## src/rtl/dmem_arbiter_if.sv

```systemverilog
// Bus bundle between the two requesters, the data memory and dmem_arbiter.
// slave is the arbiter view; master is the requester/memory side.
interface dmem_arbiter_if #(
  parameter int ADDR_W = 32,
  parameter int DATA_W = 32
);
  logic              req0;
  logic              we0;
  logic [ADDR_W-1:0] addr0;
  logic [DATA_W-1:0] wdata0;
  logic              gnt0;
  logic              rvalid0;
  logic              req1;
  logic              we1;
  logic [ADDR_W-1:0] addr1;
  logic [DATA_W-1:0] wdata1;
  logic              gnt1;
  logic              rvalid1;
  logic [DATA_W-1:0] rdata;
  logic [ADDR_W-1:0] mem_addr;
  logic [DATA_W-1:0] mem_wdata;
  logic              mem_we;
  logic [DATA_W-1:0] mem_rdata;

  modport slave (
    input  req0, we0, addr0, wdata0,
    input  req1, we1, addr1, wdata1,
    input  mem_rdata,
    output gnt0, rvalid0, gnt1, rvalid1,
    output rdata, mem_addr, mem_wdata, mem_we
  );

  modport master (
    output req0, we0, addr0, wdata0,
    output req1, we1, addr1, wdata1,
    output mem_rdata,
    input  gnt0, rvalid0, gnt1, rvalid1,
    input  rdata, mem_addr, mem_wdata, mem_we
  );
endinterface

```

## src/rtl/dmem_arbiter.sv

```systemverilog
// Bounded-burst round-robin arbiter for the shared data-memory port.
// DMEM_ARB_PERF_EN adds the conflict_cnt/perf_clr contention counter.
module dmem_arbiter #(
  parameter int ADDR_W    = 32,
  parameter int DATA_W    = 32,
  parameter int MAX_BURST = 4
) (
  input  logic        clk,
  input  logic        rst,
`ifdef DMEM_ARB_PERF_EN
  input  logic        perf_clr,
  output logic [15:0] conflict_cnt,
`endif
  dmem_arbiter_if.slave bus
);

  localparam logic [7:0] MB = 8'(MAX_BURST);

  typedef enum logic [1:0] {
    IDLE,
    OWN0,
    OWN1
  } state_t;

  state_t            state;
  logic [7:0]        burst_cnt;
  logic [7:0]        cnt_inc;
  logic              rr;
  logic              g0;
  logic              g1;
  logic              below;
  logic              rd_hit;
  logic [DATA_W-1:0] rdata_q;
  logic [ADDR_W-1:0] addr_mux;

  assign below   = burst_cnt < MB;
  assign cnt_inc = (burst_cnt == 8'hFF) ? burst_cnt
                                        : burst_cnt + 8'd1;

  always_comb begin
    g0 = 1'b0;
    g1 = 1'b0;
    if (!rst) begin
      unique case (state)
        IDLE: begin
          if (bus.req0 && bus.req1) begin
            g0 = rr;
            g1 = !rr;
          end else begin
            g0 = bus.req0;
            g1 = bus.req1;
          end
        end
        OWN0: begin
          if (bus.req0 && (below || !bus.req1)) g0 = 1'b1;
          else g1 = bus.req1;
        end
        OWN1: begin
          if (bus.req1 && (below || !bus.req0)) g1 = 1'b1;
          else g0 = bus.req0;
        end
        default: ;
      endcase
    end
  end

  assign rd_hit = (g0 & ~bus.we0) | (g1 & ~bus.we1);

  always_ff @(posedge clk or posedge rst) begin
    if (rst) begin
      state       <= IDLE;
      burst_cnt   <= 8'd0;
      rr          <= 1'b1;
      bus.rvalid0 <= 1'b0;
      bus.rvalid1 <= 1'b0;
      rdata_q     <= '0;
    end else begin
      if (g0) begin
        rr        <= 1'b0;
        state     <= OWN0;
        burst_cnt <= (state == OWN0) ? cnt_inc : 8'd1;
      end else if (g1) begin
        rr        <= 1'b1;
        state     <= OWN1;
        burst_cnt <= (state == OWN1) ? cnt_inc : 8'd1;
      end else begin
        state     <= IDLE;
        burst_cnt <= 8'd0;
      end
      bus.rvalid0 <= g0 & ~bus.we0;
      bus.rvalid1 <= g1 & ~bus.we1;
      if (rd_hit) rdata_q <= bus.mem_rdata;
    end
  end

  // Idle bus parks on port 0 so the address lines stay quiet.
  assign addr_mux      = g1 ? bus.addr1 : bus.addr0;
  assign bus.mem_addr  = addr_mux;
  assign bus.mem_wdata = g1 ? bus.wdata1 : bus.wdata0;
  assign bus.mem_we    = (g0 & bus.we0) | (g1 & bus.we1);
  assign bus.gnt0      = g0;
  assign bus.gnt1      = g1;
  assign bus.rdata     = rdata_q;

`ifdef DMEM_ARB_PERF_EN
  logic conflict;

  assign conflict = bus.req0 & bus.req1 & ~(g0 & g1);

  always_ff @(posedge clk or posedge rst) begin
    if (rst) begin
      conflict_cnt <= 16'd0;
    end else if (perf_clr) begin
      conflict_cnt <= 16'd0;
    end else if (conflict && conflict_cnt != 16'hFFFF) begin
      conflict_cnt <= conflict_cnt + 16'd1;
    end
  end
`endif

endmodule

```

## src/flat_wrapper.sv

```systemverilog
// flat-port wrapper written by rule: the top's interface ports become plain ports
module dmem_arbiter_flat 
#(
  parameter int ADDR_W    = 32,
  parameter int DATA_W    = 32,
  parameter int MAX_BURST = 4
)
  (clk, rst, bus_req0, bus_we0, bus_addr0, bus_wdata0, bus_req1, bus_we1, bus_addr1, bus_wdata1, bus_mem_rdata, bus_gnt0, bus_rvalid0, bus_gnt1, bus_rvalid1, bus_rdata, bus_mem_addr, bus_mem_wdata, bus_mem_we);
  dmem_arbiter_if #(.ADDR_W(ADDR_W), .DATA_W(DATA_W)) bus_i ();
  input  logic clk;
  input  logic rst;
  input wire logic [$bits(bus_i.req0)-1:0] bus_req0;
  input wire logic [$bits(bus_i.we0)-1:0] bus_we0;
  input wire logic [$bits(bus_i.addr0)-1:0] bus_addr0;
  input wire logic [$bits(bus_i.wdata0)-1:0] bus_wdata0;
  input wire logic [$bits(bus_i.req1)-1:0] bus_req1;
  input wire logic [$bits(bus_i.we1)-1:0] bus_we1;
  input wire logic [$bits(bus_i.addr1)-1:0] bus_addr1;
  input wire logic [$bits(bus_i.wdata1)-1:0] bus_wdata1;
  input wire logic [$bits(bus_i.mem_rdata)-1:0] bus_mem_rdata;
  output wire logic [$bits(bus_i.gnt0)-1:0] bus_gnt0;
  output wire logic [$bits(bus_i.rvalid0)-1:0] bus_rvalid0;
  output wire logic [$bits(bus_i.gnt1)-1:0] bus_gnt1;
  output wire logic [$bits(bus_i.rvalid1)-1:0] bus_rvalid1;
  output wire logic [$bits(bus_i.rdata)-1:0] bus_rdata;
  output wire logic [$bits(bus_i.mem_addr)-1:0] bus_mem_addr;
  output wire logic [$bits(bus_i.mem_wdata)-1:0] bus_mem_wdata;
  output wire logic [$bits(bus_i.mem_we)-1:0] bus_mem_we;
  assign bus_i.req0 = bus_req0;
  assign bus_i.we0 = bus_we0;
  assign bus_i.addr0 = bus_addr0;
  assign bus_i.wdata0 = bus_wdata0;
  assign bus_i.req1 = bus_req1;
  assign bus_i.we1 = bus_we1;
  assign bus_i.addr1 = bus_addr1;
  assign bus_i.wdata1 = bus_wdata1;
  assign bus_i.mem_rdata = bus_mem_rdata;
  assign bus_gnt0 = bus_i.gnt0;
  assign bus_rvalid0 = bus_i.rvalid0;
  assign bus_gnt1 = bus_i.gnt1;
  assign bus_rvalid1 = bus_i.rvalid1;
  assign bus_rdata = bus_i.rdata;
  assign bus_mem_addr = bus_i.mem_addr;
  assign bus_mem_wdata = bus_i.mem_wdata;
  assign bus_mem_we = bus_i.mem_we;
  dmem_arbiter #(.ADDR_W(ADDR_W), .DATA_W(DATA_W), .MAX_BURST(MAX_BURST)) u_core (.clk(clk), .rst(rst), .bus(bus_i));
endmodule
```

## config.mk

```make
export PLATFORM = sky130hd
export DESIGN_NAME = dmem_arbiter_flat
export DESIGN_NICKNAME = d
export VERILOG_FILES = /design/src/rtl/dmem_arbiter_if.sv /design/src/rtl/dmem_arbiter.sv /design/src/flat_wrapper.sv
export SDC_FILE = /design/constraint.sdc
export NUM_CORES = 1
export LEC_CHECK = 0
export CAP_MARGIN = 20
export CORE_AREA = 2 2 104 106
export CTS_CLUSTER_DIAMETER = 60
export DETAILED_ROUTE_END_ITERATION = 8
export DIE_AREA = 0 0 106 108
export MAX_ROUTING_LAYER = met4
export PLACE_DENSITY = 0.74
export REMOVE_ABC_BUFFERS = 1
export SLEW_MARGIN = 20
export SYNTH_ARGS = -nofsm -noshare
export SYNTH_HDL_FRONTEND = slang
export SYNTH_SLANG_ARGS = --single-unit
```

## constraint.sdc

```tcl
create_clock -name clk -period 7.03 [get_ports clk]
set_input_delay 1.406 -clock clk [delete_from_list [all_inputs] [get_ports clk]]
set_output_delay 1.406 -clock clk [all_outputs]
set_load 0.05 [all_outputs]
```

# Word level (Yosys, flattened, before mapping)

Index checks and enable logic that the tools add are counted.

Register bits: 45
Bits of input ports: 166
Output and inout port bits: 101
Logic and storage cells: 50

Add/subtract/negate cells: 1
$lt $le $gt $ge: 1
Equal/unequal tests: 3
Mux-type cells: 21
Bitwise operators: 8
Reduce and logical (&&, ||, !) cells: 10

Operators with widths:

| operator                                                    | number |
|---|---|
| 2-to-1 mux 32 bit                                           | 2 |
| 2-to-1 mux 8 bit                                            | 5 |
| 2-to-1 mux 1 bit                                            | 10 |
| adder 8 x 1 -> 8 bit (second input constant)                | 1 |
| equality test 8 bit (second input constant)                 | 1 |
| less-than comparator 8 x 3 -> 1 bit (second input constant) | 1 |
| one-hot mux 1 bit (3 select lines)                          | 2 |
| bitwise AND 1 bit                                           | 4 |
| 2-to-1 mux 2 bit                                            | 2 |
| logical AND 1 bit                                           | 3 |
| logical NOT 1 bit                                           | 3 |
| equality test 2 x 1 -> 1 bit (second input constant)        | 1 |
| equality test 2 bit (second input constant)                 | 1 |
| logical NOT 2 bit                                           | 1 |
| logical OR 1 bit                                            | 2 |
| inverter 1 bit                                              | 2 |
| bitwise OR 1 bit                                            | 2 |
| nonzero test 2 bit                                          | 1 |

# Longest topological paths before layout

Gate-level depths: netlist of the first run.

Depth after elaboration: 8
Gate-level depth with buffers: 7
Gate-level depth less buffers: 6

# Least setup slack after synthesis of the first run

OpenSTA, ideal clock, no wires.

Path kind: in2out
Start point: in rst
End point: out bus_mem_addr[26]
Arrival time: 2.833 ns
Data required time: 5.624 ns
Path slack: 2.791 ns
Cell stages on the path: 6
Buffers on the path: 2
Path through: a21oi_1 > nand2_1 > a31oi_4 > buf_4 > buf_4 > mux2_2

Word-level cells in the longest chain between the ends: 2

RTL lines:

| element           | RTL line           | source |
|---|---|---|
| start, declared   | flat_wrapper.sv:11 | `input logic rst;` |
| 2-to-1 mux 1 bit  | dmem_arbiter.sv:43 | `if (!rst) begin` |
| net bus_gnt1      | flat_wrapper.sv:23 | `output wire logic [$bits(bus_i.gnt1)-1:0] bus_gnt1;` |
| 2-to-1 mux 32 bit | dmem_arbiter.sv:97 | `assign addr_mux = g1 ? bus.addr1 : bus.addr0;` |
| end, declared     | flat_wrapper.sv:26 | `output wire logic [$bits(bus_i.mem_addr)-1:0] bus_mem_addr;` |

The timed path passes the listed nets, and every way through them passes these cells.

# Worst setup path in the final report of the first run

Start point: in rst
End point: out bus_mem_addr[30]

Word-level cells in the longest chain between the ends: 2

RTL lines:

| element           | RTL line |
|---|---|
| 2-to-1 mux 1 bit  | dmem_arbiter.sv:43 |
| 2-to-1 mux 32 bit | dmem_arbiter.sv:97 |

No other way between the ends.

==> reports/qor.txt, run 1 <==
Worst Path Buf+Inv = 3
Setup-failing EPs final = 0
Final Util = 0.549
vias per cell = 4.48
net count reported at finish = 649
die area = 11400 um^2
CTS resizes = 0
RSZ-0062 raised after global routing = false
synth warn = 0
slowest CP cell = clkdlybuf4s50_1
initial DRC count = 74
crit-path max cell delay = 0.72 ns
gpl congestion = 0.818
initial antenna violation count = 1
drt wl/cell = 16.7 um
CP max FO = 44
actual slew at the worst max-slew pin = 0.963 ns
Port-buffer cells = 266
Core Rows = 37
Finished Layout Cells = 620
minimum clock period = 5.36 ns
DRC violations left = 0
via count = 2780
total congestion overflow = 0
Yosys cell types = 34
Synth top area share = 0.406
P_leak = 2.18 nW
Worst Hold Class = reg2reg
CP Capture Type = primary output
most frequent cell after synthesis = mux2_2
first-pass GRT wire length = 15.9 mm
Power Density = 226 nW/um^2
final WL = 10.3 mm
Post-synth top cells = 66 x mux2_2, 44 x dfrtp_1, 30 x mux2_1
Sum Neg Setup Slack = 0 ns
Post-synth EDFFs = 0
Top Layer Used = met4
Worst setup SP type = input pin
Async SR Flop Fraction = 1.00
share of cells above drive strength 1 = 0.168
Syn-to-layout area delta = 107%
clock tree from TritonCTS = yes
Final Hold Viols = 0
starting density of the core = 0.265
leading area contributor after synthesis = dfrtp_1
H-tree levels = 2
Worst EP required = 5.62 ns
crit-path cells = clkdlybuf4s50_1, a21oi_1, nand2_1, a31oi_4, buf_4, mux2_2, clkdlybuf4s50_1
ys flop type = dfrtp_1
WL met2 = 5.57 mm
kind of critical path = in2out
Final period util = 0.763
Worst path most repeated cell = clkdlybuf4s50_1
peak supply drop = 0.000124 V
dpl hpwl = 8.55 mm
Fill cells = 876
Seq/Total Area, Yosys = 0.415
Hold WS = 0.492 ns
Fmax achieved = 0.186 GHz
hold buffer count at CTS = 0
core area = 10200 um^2
antenna viol nets, final = 0
worst skew pair latency = 0.30 ns
die width = 106 um
Placed Cells = 611
dominant cells by area after synthesis = dfrtp_1 41%, mux2_2 27%, mux2_1 12%
Root Buffer Master = clkbuf_8
reg2reg setup slack = 4.11 ns
critical path's top delay family = buffers and inverters
worst-case clock buffer depth = 2
Arr. time, crit path = 3.96 ns
Seq cells post-synth = 45
pin count of the biggest net entering global routing = 47
mean area per synthesized cell = 12.4 um^2
Pre-antenna DRT Iters = 4
clock slew at reported path FFs = 0.08 ns
CTS Sinks = 45
Synth Cell Area = 2720 um^2
Final Max Tran Viols = 0
Num CTS Buffers = 5
Die Span Y = 108 um
vias in the first global route = 3135
Slew headroom = 0.357
max cap viols = 0
gr usage total = 0.183
met3 WL = 825 um
number of setup buffers added after CTS = 0
status = complete, no violations
# IOs = 267
Layout Skew = 0.0102 ns
post-synthesis instance total = 219
metal1 wirelength = 3.83 mm
[placed cells by master, fill, tap and decap left out, drive strengths merged]
cell type / count
diode: 1
o21ai: 5
dfrtp: 44
xnor2: 1
nor3: 1
a221o: 1
nand2: 6
clkdlybuf4s50: 266
nand3: 4
o211ai: 1
clkbuf: 5
o2111ai: 3
bufinv: 2
a2bb2oi: 1
xor2: 2
a211oi: 2
and2: 3
ha: 1
o2bb2ai: 1
inv: 7
mux2i: 2
a21oi: 2
mux2: 96
a31oi: 2
nor2: 15
a21o: 2
dfstp: 1
a22o: 1
buf: 2
nand4: 2
nor4: 2
[metal layers]
metal	GRT usage	vias to the layer above
met1	0.194	1295
met2	0.344	151
met4	0.0461	0
li1	-	1323
met5	-	-
met3	0.0452	11
[worst reg2reg max path, cell delays in order, from the launching register on]
cell,delay (ns)
dfrtp_1,0.46
nor4_4,0.44
o2111ai_1,0.28
a31oi_4,0.23
buf_4,0.48
o2bb2ai_4,0.49
mux2_2,0.43
[final timing paths]
kind,cells after the start,endpoint,startpoint
worst min register to register,1,u_core.bus.rdata[30],u_core.bus.rdata[30]
max in group asynchronous,2,u_core.bus.rdata[4],rst
worst min-delay path,1,u_core.bus.rdata[30],u_core.bus.rdata[30]
min in group asynchronous,2,u_core.bus.rdata[12],rst
worst max register to register,6,u_core.bus.rdata[7],u_core.burst_cnt[5]
worst max-delay path,7,bus_mem_addr[30],rst
[logic make-up after synthesis]
kind of cell             count (synthesis)  synth area share
XOR/XNOR                                 3           0.00968
adder cells (fa/ha/maj)                  1           0.00461
buffers and inverters                   18            0.0382
multiplexers                            98             0.406
flip-flops                              45             0.415
AND/OR/NAND/NOR                         33            0.0599
AO/OA/AOI/OAI                           21            0.0668
[flip-flops by register name, summed over array words and instances (netlist names)]
| name | cells |
|---|---|
| u_core.bus.rvalid0 | 1 |
| u_core.state | 2 |
| u_core.bus.rdata | 32 |
| u_core.bus.rvalid1 | 1 |
| u_core.burst_cnt | 8 |
| u_core.rr | 1 |
[cell type report]
class                   instances  area (um^2)  share of cell area
flip-flops and latches         45         1130               0.201
clock buffers                   5         68.8              0.0122
diodes                          1         2.50            0.000445
clock inverters                 3         68.8              0.0122
multi-input cells             156         1480               0.264
inverters                       6         22.5             0.00401
repair buffers                268         2680               0.476
well taps                     136          170              0.0303
[per-stage QoR]
step	area [um^2]	worst slack [ns]	power, W
global route	5620	1.52	0.00132
global placement	5480	1.69	0.00104
detailed placement	5480	1.66	0.00105
finish	5620	1.67	0.00127
floorplan	2630	1.88	0.000759
CTS	5620	1.65	0.00128
[power by group]
part	switching, W	total [W]	internal [W]
registers	0.0000286	0.000342	0.000313
logic	0.000409	0.000694	0.000285
clock network	0.0000895	0.000232	0.000143
total	0.000527	0.00127	0.000742
(Power assumes the default switching activity.)
==> inputs of run 2 (changes only) <==
==> constraint.sdc (replaced) <==
create_clock -name clk -period 5.4 [get_ports clk]
set_input_delay 1.08 -clock clk [delete_from_list [all_inputs] [get_ports clk]]
set_output_delay 1.08 -clock clk [all_outputs]
set_load 0.05 [all_outputs]
==> run 2 against run 1 <==
Compared with the run above:
- final cell count grew 0.16%
- worst setup slack lost 1.0 ns
- die area stayed put
- register-to-register slack got worse by 1.6 ns
- clock power decreased by 8%
- sequential power increased by 30%
- sequential share of layout area grew 0.15 points
- global-route usage decreased by 0.66 points
- non-clock buffer count unchanged
- highest routed layer unchanged
==> reports/qor.txt, run 2 (synthesis results as in run 1) <==
status = complete, no violations
combinational share of power = 0.579
fin area = 5580 um^2
clock slew at reported path FFs = 0.08 ns
met3 WL = 746 um
RSZ-0062 raised after global routing = false
final WL = 10.1 mm
Pre-antenna DRT Iters = 4
first-pass GRT wire length = 15.4 mm
net count reported at finish = 649
CP max FO = 47
worst-case clock buffer depth = 2
Seq pwr share = 0.285
vias per cell = 4.50
die width = 106 um
Die Span Y = 108 um
actual slew at the worst max-slew pin = 0.968 ns
vias in the first global route = 3052
Top Layer Used = met4
Worst EP required = 4.32 ns
Slew headroom = 0.354
antenna viol nets, final = 0
Power Density = 279 nW/um^2
Core Rows = 37
Worst setup SP type = input pin
CTS resizes = 0
via count = 2793
Pint = 0.000873 W
most frequent cells in the layout = 266 x clkdlybuf4s50_1, 66 x mux2_2, 44 x dfrtp_1, 30 x mux2_1, 15 x nor2_1
Placed Cells = 611
total congestion overflow = 0
number of setup buffers added after CTS = 0
Area after DPL = 5480 um^2
dpl hpwl = 8.47 mm
crit-path cells = clkdlybuf4s50_1, a21oi_1, nand2_1, a31oi_4, buf_4, mux2_2, clkdlybuf4s50_1
H-tree levels = 2
initial DRC count = 65
Worst path most repeated cell = clkdlybuf4s50_1
max FFs per register = 32
CP Capture Type = primary output
initial antenna violation count = 2
Syn-to-layout area delta = 106%
Finished Layout Cells = 621
Switching Share = 0.440
core area = 10200 um^2
Worst Hold Class = reg2reg
pin count of the biggest net entering global routing = 48
commonest non-fill, non-tap cell in the layout = clkdlybuf4s50_1
gr usage total = 0.177
Port-buffer cells = 266
Fmax achieved = 0.211 GHz
drt wl/cell = 16.2 um
# IOs = 267
Sum Neg Setup Slack = 0 ns
share of cells above drive strength 1 = 0.168
CTS Sinks = 45
hold buffer count at CTS = 0
crit-path max cell delay = 0.71 ns
Final period util = 0.876
gpl congestion = 0.833
clock tree from TritonCTS = yes
Root Buffer Master = clkbuf_8
Sw Pwr = 0.000686 W
minimum clock period = 4.73 ns
P_leak = 2.16 nW
WL met2 = 5.47 mm
Final Hold Viols = 0
metal1 wirelength = 3.71 mm
kind of critical path = in2out
starting density of the core = 0.265
DRC violations left = 0
Arr. time, crit path = 3.65 ns
Clk pwr share = 0.137
Layout Skew = 0.0105 ns
worst skew pair latency = 0.30 ns
Fill cells = 897
slowest CP cell = clkdlybuf4s50_1
Num CTS Buffers = 5
die area = 11400 um^2
Final Max Tran Viols = 0
Setup-failing EPs final = 0
peak supply drop = 0.000156 V
max cap viols = 0
==> run 2: layer usage <==
layer,vias to the layer above,global-route usage
met5,-,-
met4,0,0.0385
met2,137,0.338
met3,14,0.0506
li1,1326,-
met1,1316,0.180
==> run 2: final timing paths <==
| path | start | endpoint | slack [ns] | cells after the start |
|---|---|---|---|---|
| min in group asynchronous | rst | u_core.bus.rdata[9] | 1.35 | 2 |
| setup / recovery | rst | bus_mem_wdata[13] | 0.67 | 7 |
| max in group asynchronous | rst | u_core.bus.rdata[23] | 3.47 | 2 |
| hold reg to reg | u_core.bus.rdata[12] | u_core.bus.rdata[12] | 0.49 | 1 |
| setup reg to reg | u_core.burst_cnt[4] | u_core.bus.rdata[8] | 2.50 | 6 |
| hold / removal | u_core.bus.rdata[12] | u_core.bus.rdata[12] | 0.49 | 1 |
==> run 2: power groups by stage <==
stage                     registers (W)  clock network, W  logic, W
final                          0.000444          0.000213  0.000902
after global routing           0.000456          0.000239  0.000936
after CTS                      0.000445          0.000223  0.000912
after detailed placement       0.000452                 0  0.000908
after global placement         0.000447                 0  0.000902
after floorplan                0.000687                 0  0.000302
==> run 2: layout make-up <==
class | count | area (um^2) | share of cell area
Clock buffer | 5 | 68.8 | 0.0123
Inverter | 6 | 22.5 | 0.00404
Clock inverter | 3 | 25.0 | 0.00448
Timing Repair Buffer | 268 | 2680 | 0.480
Antenna cell | 2 | 5.00 | 0.000897
Multi-Input combinational cell | 156 | 1480 | 0.266
Tap cell | 136 | 170 | 0.0305
Sequential cell | 45 | 1130 | 0.202
==> run 2: stage by stage <==
step,total power (W),hold WS (ns),worst slack [ns],utilization
2_1_floorplan,0.000988,0.515,0.897,-
3_3_place_gp,0.00135,0.466,0.673,0.536
3_5_place_dp,0.00136,0.474,0.646,0.536
4_1_cts,0.00158,0.493,0.634,0.545
5_1_grt,0.00163,0.500,0.527,0.545
6_report,0.00156,0.488,0.669,0.545
==> run 2: worst max-delay path, delay by kind of cell <==
| family | cells | cell delay (ns) |
|---|---|---|
| buffers and inverters | 3 | 1.65 |
| muxes | 1 | 0.41 |
| AOI/OAI and AO/OA | 2 | 0.35 |
| and+or+nand+nor | 1 | 0.13 |
